[src/rtl/oven_recipe_ctrl.sv]
// oven_recipe_ctrl
//   Multi-stage bake recipe controller. The operator picks a stage count, then
//   enters a (temperature, time) pair per stage using two active-low keys and
//   a one-hot step-select bank. The controller then runs PREHEAT/BAKE for
//   each stage in order, with bang-bang heater control and a 1 s countdown.
//
// Ports
//   clk, rst          system clock, synchronous active-high reset
//   pwr               power switch; low returns everything to reset values
//   key_up_n/key_dn_n increase / decrease keys, active low
//   sw[5:0]           one-hot step select (anything else means step 0)
//   cur_temp          measured oven temperature
//   state             FSM state: OFF=0 SEL_N=1 SET_TEMP=2 SET_TIME=3
//                     PREHEAT=4 BAKE=5 DONE=6
//   stage_idx         current stage (0-based); n_stages: recipe length
//   tgt_temp          setpoint of stage_idx
//   time_left         time setpoint while editing, remaining seconds in BAKE
//   heat              heater enable (registered)
//   preheated         at-temperature flag (registered)
//   done/done_pulse   level in DONE / single-cycle pulse on entry to DONE
//
// Key handshake: each key is registered once. An adjust fires on the falling
// edge of one key while the other is released and the unit is armed. A
// confirm fires when both keys are low while armed, and disarms; re-arming
// needs both keys released, so one held chord advances exactly one step.
module oven_recipe_ctrl #(
    parameter int STAGES       = 4,
    parameter int TEMP_W       = 10,
    parameter int TIME_W       = 13,
    parameter int DEFAULT_TEMP = 300,
    parameter int MIN_TEMP     = 65,
    parameter int MAX_TEMP     = 500,
    parameter int MAX_TIME     = 1800,
    parameter int TICK_DIV     = 50000000,
    parameter int PREHEAT_TOL  = 5,
    localparam int STG_W       = $clog2(STAGES) + 1
) (
    input  logic              clk,
    input  logic              rst,
    input  logic              pwr,
    input  logic              key_up_n,
    input  logic              key_dn_n,
    input  logic [5:0]        sw,
    input  logic [TEMP_W-1:0] cur_temp,
    output logic [2:0]        state,
    output logic [STG_W-1:0]  stage_idx,
    output logic [STG_W-1:0]  n_stages,
    output logic [TEMP_W-1:0] tgt_temp,
    output logic [TIME_W-1:0] time_left,
    output logic              heat,
    output logic              preheated,
    output logic              done,
    output logic              done_pulse
);

    localparam int IDX_W = $clog2(STAGES);
    localparam int PS_W  = (TICK_DIV > 1) ? $clog2(TICK_DIV) : 1;
    localparam logic [PS_W-1:0] PS_MAX = PS_W'(TICK_DIV - 1);

    typedef enum logic [2:0] {
        S_OFF      = 3'd0,
        S_SEL_N    = 3'd1,
        S_SET_TEMP = 3'd2,
        S_SET_TIME = 3'd3,
        S_PREHEAT  = 3'd4,
        S_BAKE     = 3'd5,
        S_DONE     = 3'd6
    } state_t;

    state_t            state_q;
    logic [TEMP_W-1:0] temp_mem [STAGES];
    logic [TIME_W-1:0] time_mem [STAGES];
    logic [TIME_W-1:0] bake_left;
    logic [PS_W-1:0]   presc;
    logic              up_q, dn_q, armed;

    logic [IDX_W-1:0]  idx;
    logic [TEMP_W-1:0] cur_t, temp_step, temp_up, temp_dn;
    logic [TIME_W-1:0] cur_tm, time_step, time_up, time_dn;
    logic [TEMP_W:0]   temp_sum, temp_floor;
    logic [TIME_W:0]   time_sum;
    logic [TEMP_W-1:0] temp_diff;
    logic              adj_up, adj_dn, confirm, in_run, at_temp, stage_last, tick;

    assign idx    = stage_idx[IDX_W-1:0];
    assign cur_t  = temp_mem[idx];
    assign cur_tm = time_mem[idx];

    // Step size from the switch bank; only a clean one-hot pattern counts.
    always_comb begin
        temp_step = '0;
        time_step = '0;
        case (sw)
            6'b000001: begin temp_step = TEMP_W'(5);   time_step = TIME_W'(5);   end
            6'b000010: begin temp_step = TEMP_W'(10);  time_step = TIME_W'(10);  end
            6'b000100: begin temp_step = TEMP_W'(25);  time_step = TIME_W'(30);  end
            6'b001000: begin temp_step = TEMP_W'(50);  time_step = TIME_W'(60);  end
            6'b010000: begin temp_step = TEMP_W'(100); time_step = TIME_W'(300); end
            6'b100000: begin temp_step = TEMP_W'(1);   time_step = TIME_W'(1);   end
            default:   begin temp_step = '0;           time_step = '0;           end
        endcase
    end

    // Saturating arithmetic carried one bit wider so nothing wraps.
    always_comb begin
        temp_sum   = {1'b0, cur_t} + {1'b0, temp_step};
        temp_floor = {1'b0, temp_step} + (TEMP_W+1)'(MIN_TEMP);
        temp_up    = (temp_sum > (TEMP_W+1)'(MAX_TEMP)) ? TEMP_W'(MAX_TEMP) : temp_sum[TEMP_W-1:0];
        temp_dn    = ({1'b0, cur_t} < temp_floor) ? TEMP_W'(MIN_TEMP) : cur_t - temp_step;
        time_sum   = {1'b0, cur_tm} + {1'b0, time_step};
        time_up    = (time_sum > (TIME_W+1)'(MAX_TIME)) ? TIME_W'(MAX_TIME) : time_sum[TIME_W-1:0];
        time_dn    = (cur_tm < time_step) ? '0 : cur_tm - time_step;
    end

    assign adj_up     = armed && up_q && !key_up_n && key_dn_n;
    assign adj_dn     = armed && dn_q && !key_dn_n && key_up_n;
    assign confirm    = armed && !key_up_n && !key_dn_n;
    assign in_run     = (state_q == S_PREHEAT) || (state_q == S_BAKE);
    assign temp_diff  = (cur_temp >= cur_t) ? cur_temp - cur_t : cur_t - cur_temp;
    assign at_temp    = (temp_diff <= TEMP_W'(PREHEAT_TOL));
    assign stage_last = (stage_idx == n_stages - STG_W'(1));
    assign tick       = (presc == PS_MAX);

    always_ff @(posedge clk) begin
        if (rst || !pwr) begin
            state_q    <= S_OFF;
            stage_idx  <= '0;
            n_stages   <= STG_W'(1);
            bake_left  <= '0;
            presc      <= '0;
            heat       <= 1'b0;
            preheated  <= 1'b0;
            done       <= 1'b0;
            done_pulse <= 1'b0;
            armed      <= 1'b0;
            up_q       <= 1'b1;
            dn_q       <= 1'b1;
            for (int i = 0; i < STAGES; i++) begin
                temp_mem[i] <= TEMP_W'(DEFAULT_TEMP);
                time_mem[i] <= '0;
            end
        end else begin
            up_q       <= key_up_n;
            dn_q       <= key_dn_n;
            done_pulse <= 1'b0;
            heat       <= in_run && (cur_temp < cur_t);
            preheated  <= in_run && at_temp;
            if (key_up_n && key_dn_n) armed <= 1'b1;
            else if (confirm)         armed <= 1'b0;

            case (state_q)
                S_OFF: state_q <= S_SEL_N;
                S_SEL_N: begin
                    if (confirm) begin
                        state_q   <= S_SET_TEMP;
                        stage_idx <= '0;
                    end else if (adj_up && n_stages < STG_W'(STAGES)) begin
                        n_stages <= n_stages + STG_W'(1);
                    end else if (adj_dn && n_stages > STG_W'(1)) begin
                        n_stages <= n_stages - STG_W'(1);
                    end
                end
                S_SET_TEMP: begin
                    if (confirm)     state_q       <= S_SET_TIME;
                    else if (adj_up) temp_mem[idx] <= temp_up;
                    else if (adj_dn) temp_mem[idx] <= temp_dn;
                end
                S_SET_TIME: begin
                    // A zero-length stage cannot be confirmed; the chord is
                    // still consumed (armed drops above).
                    if (confirm) begin
                        if (cur_tm != '0) begin
                            if (!stage_last) begin
                                stage_idx <= stage_idx + STG_W'(1);
                                state_q   <= S_SET_TEMP;
                            end else begin
                                stage_idx <= '0;
                                state_q   <= S_PREHEAT;
                            end
                        end
                    end else if (adj_up) begin
                        time_mem[idx] <= time_up;
                    end else if (adj_dn) begin
                        time_mem[idx] <= time_dn;
                    end
                end
                S_PREHEAT: begin
                    if (preheated) begin
                        state_q   <= S_BAKE;
                        bake_left <= cur_tm;
                        presc     <= '0;
                    end
                end
                S_BAKE: begin
                    if (tick) begin
                        presc <= '0;
                        if (bake_left <= TIME_W'(1)) begin
                            bake_left <= '0;
                            // The flag was judged against the old setpoint.
                            preheated <= 1'b0;
                            if (!stage_last) begin
                                stage_idx <= stage_idx + STG_W'(1);
                                state_q   <= S_PREHEAT;
                            end else begin
                                state_q    <= S_DONE;
                                done       <= 1'b1;
                                done_pulse <= 1'b1;
                                heat       <= 1'b0;
                            end
                        end else begin
                            bake_left <= bake_left - TIME_W'(1);
                        end
                    end else begin
                        presc <= presc + PS_W'(1);
                    end
                end
                S_DONE: begin
                    done <= 1'b1;
                    heat <= 1'b0;
                end
                default: state_q <= S_OFF;
            endcase
        end
    end

    assign state     = state_q;
    assign tgt_temp  = cur_t;
    assign time_left = (state_q == S_SET_TEMP || state_q == S_SET_TIME) ? cur_tm : bake_left;

endmodule
[config.mk]
export PLATFORM = sky130hd
export DESIGN_NAME = oven_recipe_ctrl
export DESIGN_NICKNAME = d
export VERILOG_FILES = /design/src/rtl/oven_recipe_ctrl.sv
export SDC_FILE = /design/constraint.sdc
export NUM_CORES = 1
export LEC_CHECK = 0
export ABC_AREA = 1
export CAP_MARGIN = 25
export CORE_MARGIN = 2
export CORE_UTILIZATION = 65
export CTS_CLUSTER_SIZE = 16
export DETAILED_ROUTE_END_ITERATION = 8
export GPL_TIMING_DRIVEN = 1
export PLACE_DENSITY_LB_ADDON = 0.3
export SLEW_MARGIN = 20
export SYNTH_ARGS = -nofsm -noshare
export SYNTH_HDL_FRONTEND = slang
export SYNTH_SLANG_ARGS = --single-unit
[constraint.sdc]
create_clock -name clk -period 9.7 [get_ports clk]
set_clock_uncertainty 0.15 [all_clocks]
set_input_delay 2.425 -clock clk [delete_from_list [all_inputs] [get_ports clk]]
set_output_delay 2.425 -clock clk [all_outputs]
set_load 0.02 [all_outputs]
# Yosys cells after proc, flatten, opt, wreduce, memory -nomap -nowiden
# Memories as Yosys holds them, arrays and structs flattened. A register that Yosys moved wholly into a read port is not among the register bits.
# Cells that the tools add are included.
word_totals:
  wordCells: 181
  out_inout_bits: 36
  reg_bits: 55
  inputBits: 21
  mem_count: 2
  ramBits: 92
memory_table:
  columns: ["memory", "depth", "width", "rd", "rd_clocked_by_memory_dff", "write_ports", "line_no", "source"]
  rows:
  - ["time_mem", 4, 13, 1, 1, 4, "72", "logic [TIME_W-1:0] time_mem [STAGES];"]
  - ["temp_mem", 4, 10, 1, 1, 4, "71", "logic [TEMP_W-1:0] temp_mem [STAGES];"]
op_classes:
  n_lt_le_gt_ge: 10
  addsub: 12
  mux: 80
  n_eq_ne: 23
  n_reduce_logical: 35
  bitwise_logic: 7
ops:
  columns: ["operator", "count"]
  rows:
  - ["$mux 13", 8]
  - ["$pmux 9 s6", 1]
  - ["$mux 26", 2]
  - ["$pmux 26 s2", 1]
  - ["$mux 3", 17]
  - ["$mux 10", 5]
  - ["$pmux 7 s6", 1]
  - ["$mux 1", 33]
  - ["$sub 10x10->10", 3]
  - ["$add 26x1->26 const B", 1]
  - ["$eq 26x26->1 const B", 1]
  - ["$pmux 13 s2", 1]
  - ["$pmux 3 s7", 1]
  - ["$ne 2x2->1 const B", 8]
  - ["$add 13x13->14", 1]
  - ["$gt 14x11->1 const B", 1]
  - ["$mux 2", 7]
  - ["$le 13x1->1 const B", 1]
  - ["$logic_and 1x1->1", 13]
  - ["$lt 13x13->1", 1]
  - ["$reduce_bool 13->1", 1]
  - ["$reduce_or 13->1", 1]
  - ["$sub 13x1->13 const B", 1]
  - ["$sub 13x13->13", 1]
  - ["38 further kinds", 56]

# Longest topological paths before layout
logic_depth:
  ltp_word: 12
  mapped_depth: 26
  depth_no_buf: 24

# Worst setup path before layout
# OpenSTA, ideal clock, no wires.
synth_path:
  kind: "input-to-reg"
  startpoint: "in sw[2]"
  endpoint: "mem time_mem[0][10] (data pin)"
  path_buffers: 1
  t_required_ns: 9.284
  stages: 20
  t_arrival_ns: 4.913
  path_slack_ns: 4.371
  setup_time_ns: 0.266
  path_cell_list: "nor2_1 -> nand2_1 -> nor3_1 -> inv_1 -> nand2_1 -> nor2_1 -> ha_1 -> buf_4 -> nand2_1 -> a21oi_1 -> nor2_1 -> o21ai_0 -> nand2_1 -> nand3_1 -> nand2_1 -> nand3_2 -> o21ai_4 -> nor2_2 -> nand2_2 -> nor2_1"
synth_rtl:
  columns: ["item", "line_no", "source"]
  rows:
  - ["start: declaration", "43", "input logic [5:0] sw,"]
  - ["end: declaration", "72", null]

==> flow_summary.ini <==
[synthesis]
synth.most_common_cell = nand2_1
ys_ff_latch = 149
syn_avg_cell_area_sq_um = 7.09
synth_cell_type_count = 54
syn_nets = 1670
synth_edf_count = 92
yosys.area.top_type = edfxtp_1
ys_warn_count = 0
synth_cells = 1580
synth_top_area_share_pct = 24.6
synth_commonest_cells = 398 x nand2_1, 199 x inv_1, 190 x nor2_1
synth_flop_cell = edfxtp_1
synthArstFlopShare_pct = 0
ys_seq_area_share_pct = 34.8
synth.area.top_cells = edfxtp_1 25%, nand2_1 13%, dfxtp_1 10%, ha_1 7.0%, inv_1 6.7%
syn_area_sq_um = 11200

[timing]
fin_crit_sh_pct = 62.0
slew_headroom_pct = 38.5
fin_tns_setup_ps = 0
worst_pin_slew_ps = 923
period_needed_ps = 6020
rsz0062_at_grt = no
setup_viol = 0
maxSlewViolCount = 0
finalHoldViolations = 0
fmax_mhz = 166

[clocking]
cts_setup_buffers = 0
cts_buffer_depth = 2
cts_sinks = 149
ctsResizeCount = 0
cts_hold_buffers = 0
clkLatencyLatePin_ps = 440
cts_tree = built
htree_num_levels = 4
cts.clk_slew.worst_paths_ps = 70
cts_buffers = 17
clockRootBuffer = clkbuf_16

[cells_and_area]
drive_gt1_share_pct = 7.66
diodes = 0
final_cell_area_sq_um = 12400
num-nets-final = 1708
area_growth_pct = 10.6
n_fill_cell = 1334

[route]
drt_iter0_drc = 1122
viasPerCell = 5.73
detail_route.wl_per_cell_um = 15.7
dr.pass1.iters = 5
num_vias = 10600
ant_nets = 0
drt-total-wl_mm = 29.1
drc = 0

[power_and_ir_drop]
irDropWorstVdd_mv = 0.115
cellLeakagePower_uw = 0.00548
power_per_cell_area_nw_per_um2 = 141

[placed_design]
placed_area_sq_um = 11900
place_congestion = 0.955
post-dp-hpwl_mm = 21.3
io_buffers = 56

[worst_setup_path]
max_stage_delay_ps = 440
required_ps = 9720
crit_path_start_kind = input pin
crit_type = input pin to flip-flop
r2r-end = temp_mem[0][4]
slowest_stage = clkdlybuf4s50_1
ff2ff_path_depth = 19
arrival_ps = 6040
path_cells = clkdlybuf4s50_1, nor2_1, nand2_1, nor3_1, inv_1, nand2_1, nor2_1, ha_1, nand2_1, a21oi_1, nor2_1, o21ai_0, nand2_1, nand3_1, nand2_1, nand3_2, o21ai_4, nor2_2, nand2_2, nor2_1
critPathMostFrequentCell = nand2_1
crit_fanout = 10
cp-end-kind = flip-flop
rrSetupSlack_ps = 5210

[floorplanning]
initial_core_util_pct = 65.7
fp.dieArea_sq_um = 18300
fp-row-count = 48
core_sq_um = 17100
io_pins = 57
die_h_um = 135
die_w_um = 135

[hold_path]
hp-class = flip-flop to flip-flop
worstHoldPathCells = 2
worstHoldEndpoint = done
min_from = done

[run]
maxCapViolCount = 0

[grt]
grt_max_degree = 48
track_usage_pct = 32.4
gr-total-overflow = 0
antenna_found_initial = 0
grt_pass1_vias = 9774
grt_pass1_wl_mm = 46.9

[outcome]
status = finished, final reports clean
-- critical path, delay by kind of cell --
family / cells / cell delay (ps)
fa+ha+maj: 1 / 430
compound gates: 3 / 580
simple gates: 14 / 2000
buf+inv: 2 / 600
-- registers in the layout, indices dropped and copies added (netlist names), named ones only --
| name | cells |
|---|---|
| temp_mem | 40 |
| presc | 26 |
| stage_idx | 3 |
| time_mem | 52 |
| dn_q | 1 |
| up_q | 1 |
| preheated | 1 |
| armed | 1 |
| done_pulse | 1 |
| done | 1 |
| bake_left | 13 |
| n_stages | 3 |
| state | 3 |
| heat | 1 |
-- cell type report --
class / instances / area [sq um] / area share [%]
multi-input combinational: 1172 / 6240 / 50.3
sequential: 149 / 3900 / 31.5
clock buffer: 18 / 429 / 3.46
clock inverter: 14 / 114 / 0.918
timing repair buffer: 63 / 613 / 4.94
tap: 225 / 282 / 2.27
inverter: 215 / 817 / 6.59
-- through the flow --
stage | utilization [%] | hold WS (ps) | setup WS, ps | power, uW | cells
floorplan | - | 308 | 4370 | 1020 | 1580
global placement | 69.5 | 288 | 3450 | 1130 | 1824
detailed placement | 69.5 | 302 | 3300 | 1140 | 1824
CTS | 72.7 | 314 | 3740 | 1740 | 1856
global route | 72.7 | 348 | 3240 | 1830 | 1856
finish | 72.7 | 310 | 3680 | 1750 | 1856
-- metal layers --
| metal | track usage, % | wire (um) | part of all wire, % |
|---|---|---|---|
| met1 | 42.7 | 12200 | 42 |
| met2 | 54.6 | 13900 | 48 |
| met3 | 3.93 | 2200 | 7.6 |
| met4 | 12.7 | 868 | 3.0 |
| met5 | 0 | 0 | 0 |
-- worst max-delay path by stage --
stage	start	to	slack [ps]	cells past startpoint
final	sw[0]	time_mem[0][10]	3680	20
after global routing	sw[0]	time_mem[2][1]	3240	25
after CTS	sw[2]	time_mem[0][10]	3740	20
after detailed placement	sw[2]	time_mem[0][10]	3300	20
after global placement	sw[2]	time_mem[1][10]	3450	20
after floorplan	sw[2]	time_mem[0][10]	4370	20
-- cells in the final DEF, fill, tap and decap left out, types with 6 or more instances in the layout --
master,instances
nand2_1,398
inv_1,199
nor2_1,189
nand3_1,130
a21oi_1,98
edfxtp_1,92
o21ai_0,64
ha_1,63
dfxtp_1,57
clkdlybuf4s50_1,56
nand4_1,35
nand2_2,26
xor2_1,25
nor3_1,20
clkbuf_16,17
nor2_2,16
nand3_2,12
inv_2,10
xnor2_1,8
a22oi_1,8
inv_6,8
a32oi_1,7
buf_4,7
o21ai_1,6
fa_1,6
-- cells by family (layout without fill, tap and decap cells) --
kind of cell	Yosys count	in the layout	share of synthesized area, %
buffers and inverters	259	310	9.49
multiplexers	1	1	0.0893
flip-flops	149	149	34.8
AO/OA/AOI/OAI	216	216	10.9
XOR/XNOR	34	34	2.72
AND/OR/NAND/NOR	852	852	33.8
adder cells (fa/ha/maj)	69	69	8.10
-- power by group --
| group | total (uW) | internal (uW) | switching [uW] |
|---|---|---|---|
| clock | 619 | 333 | 286 |
| sequential | 698 | 687 | 11.5 |
| combinational | 435 | 144 | 291 |
Note: power is estimated with default switching activity, not from simulation.
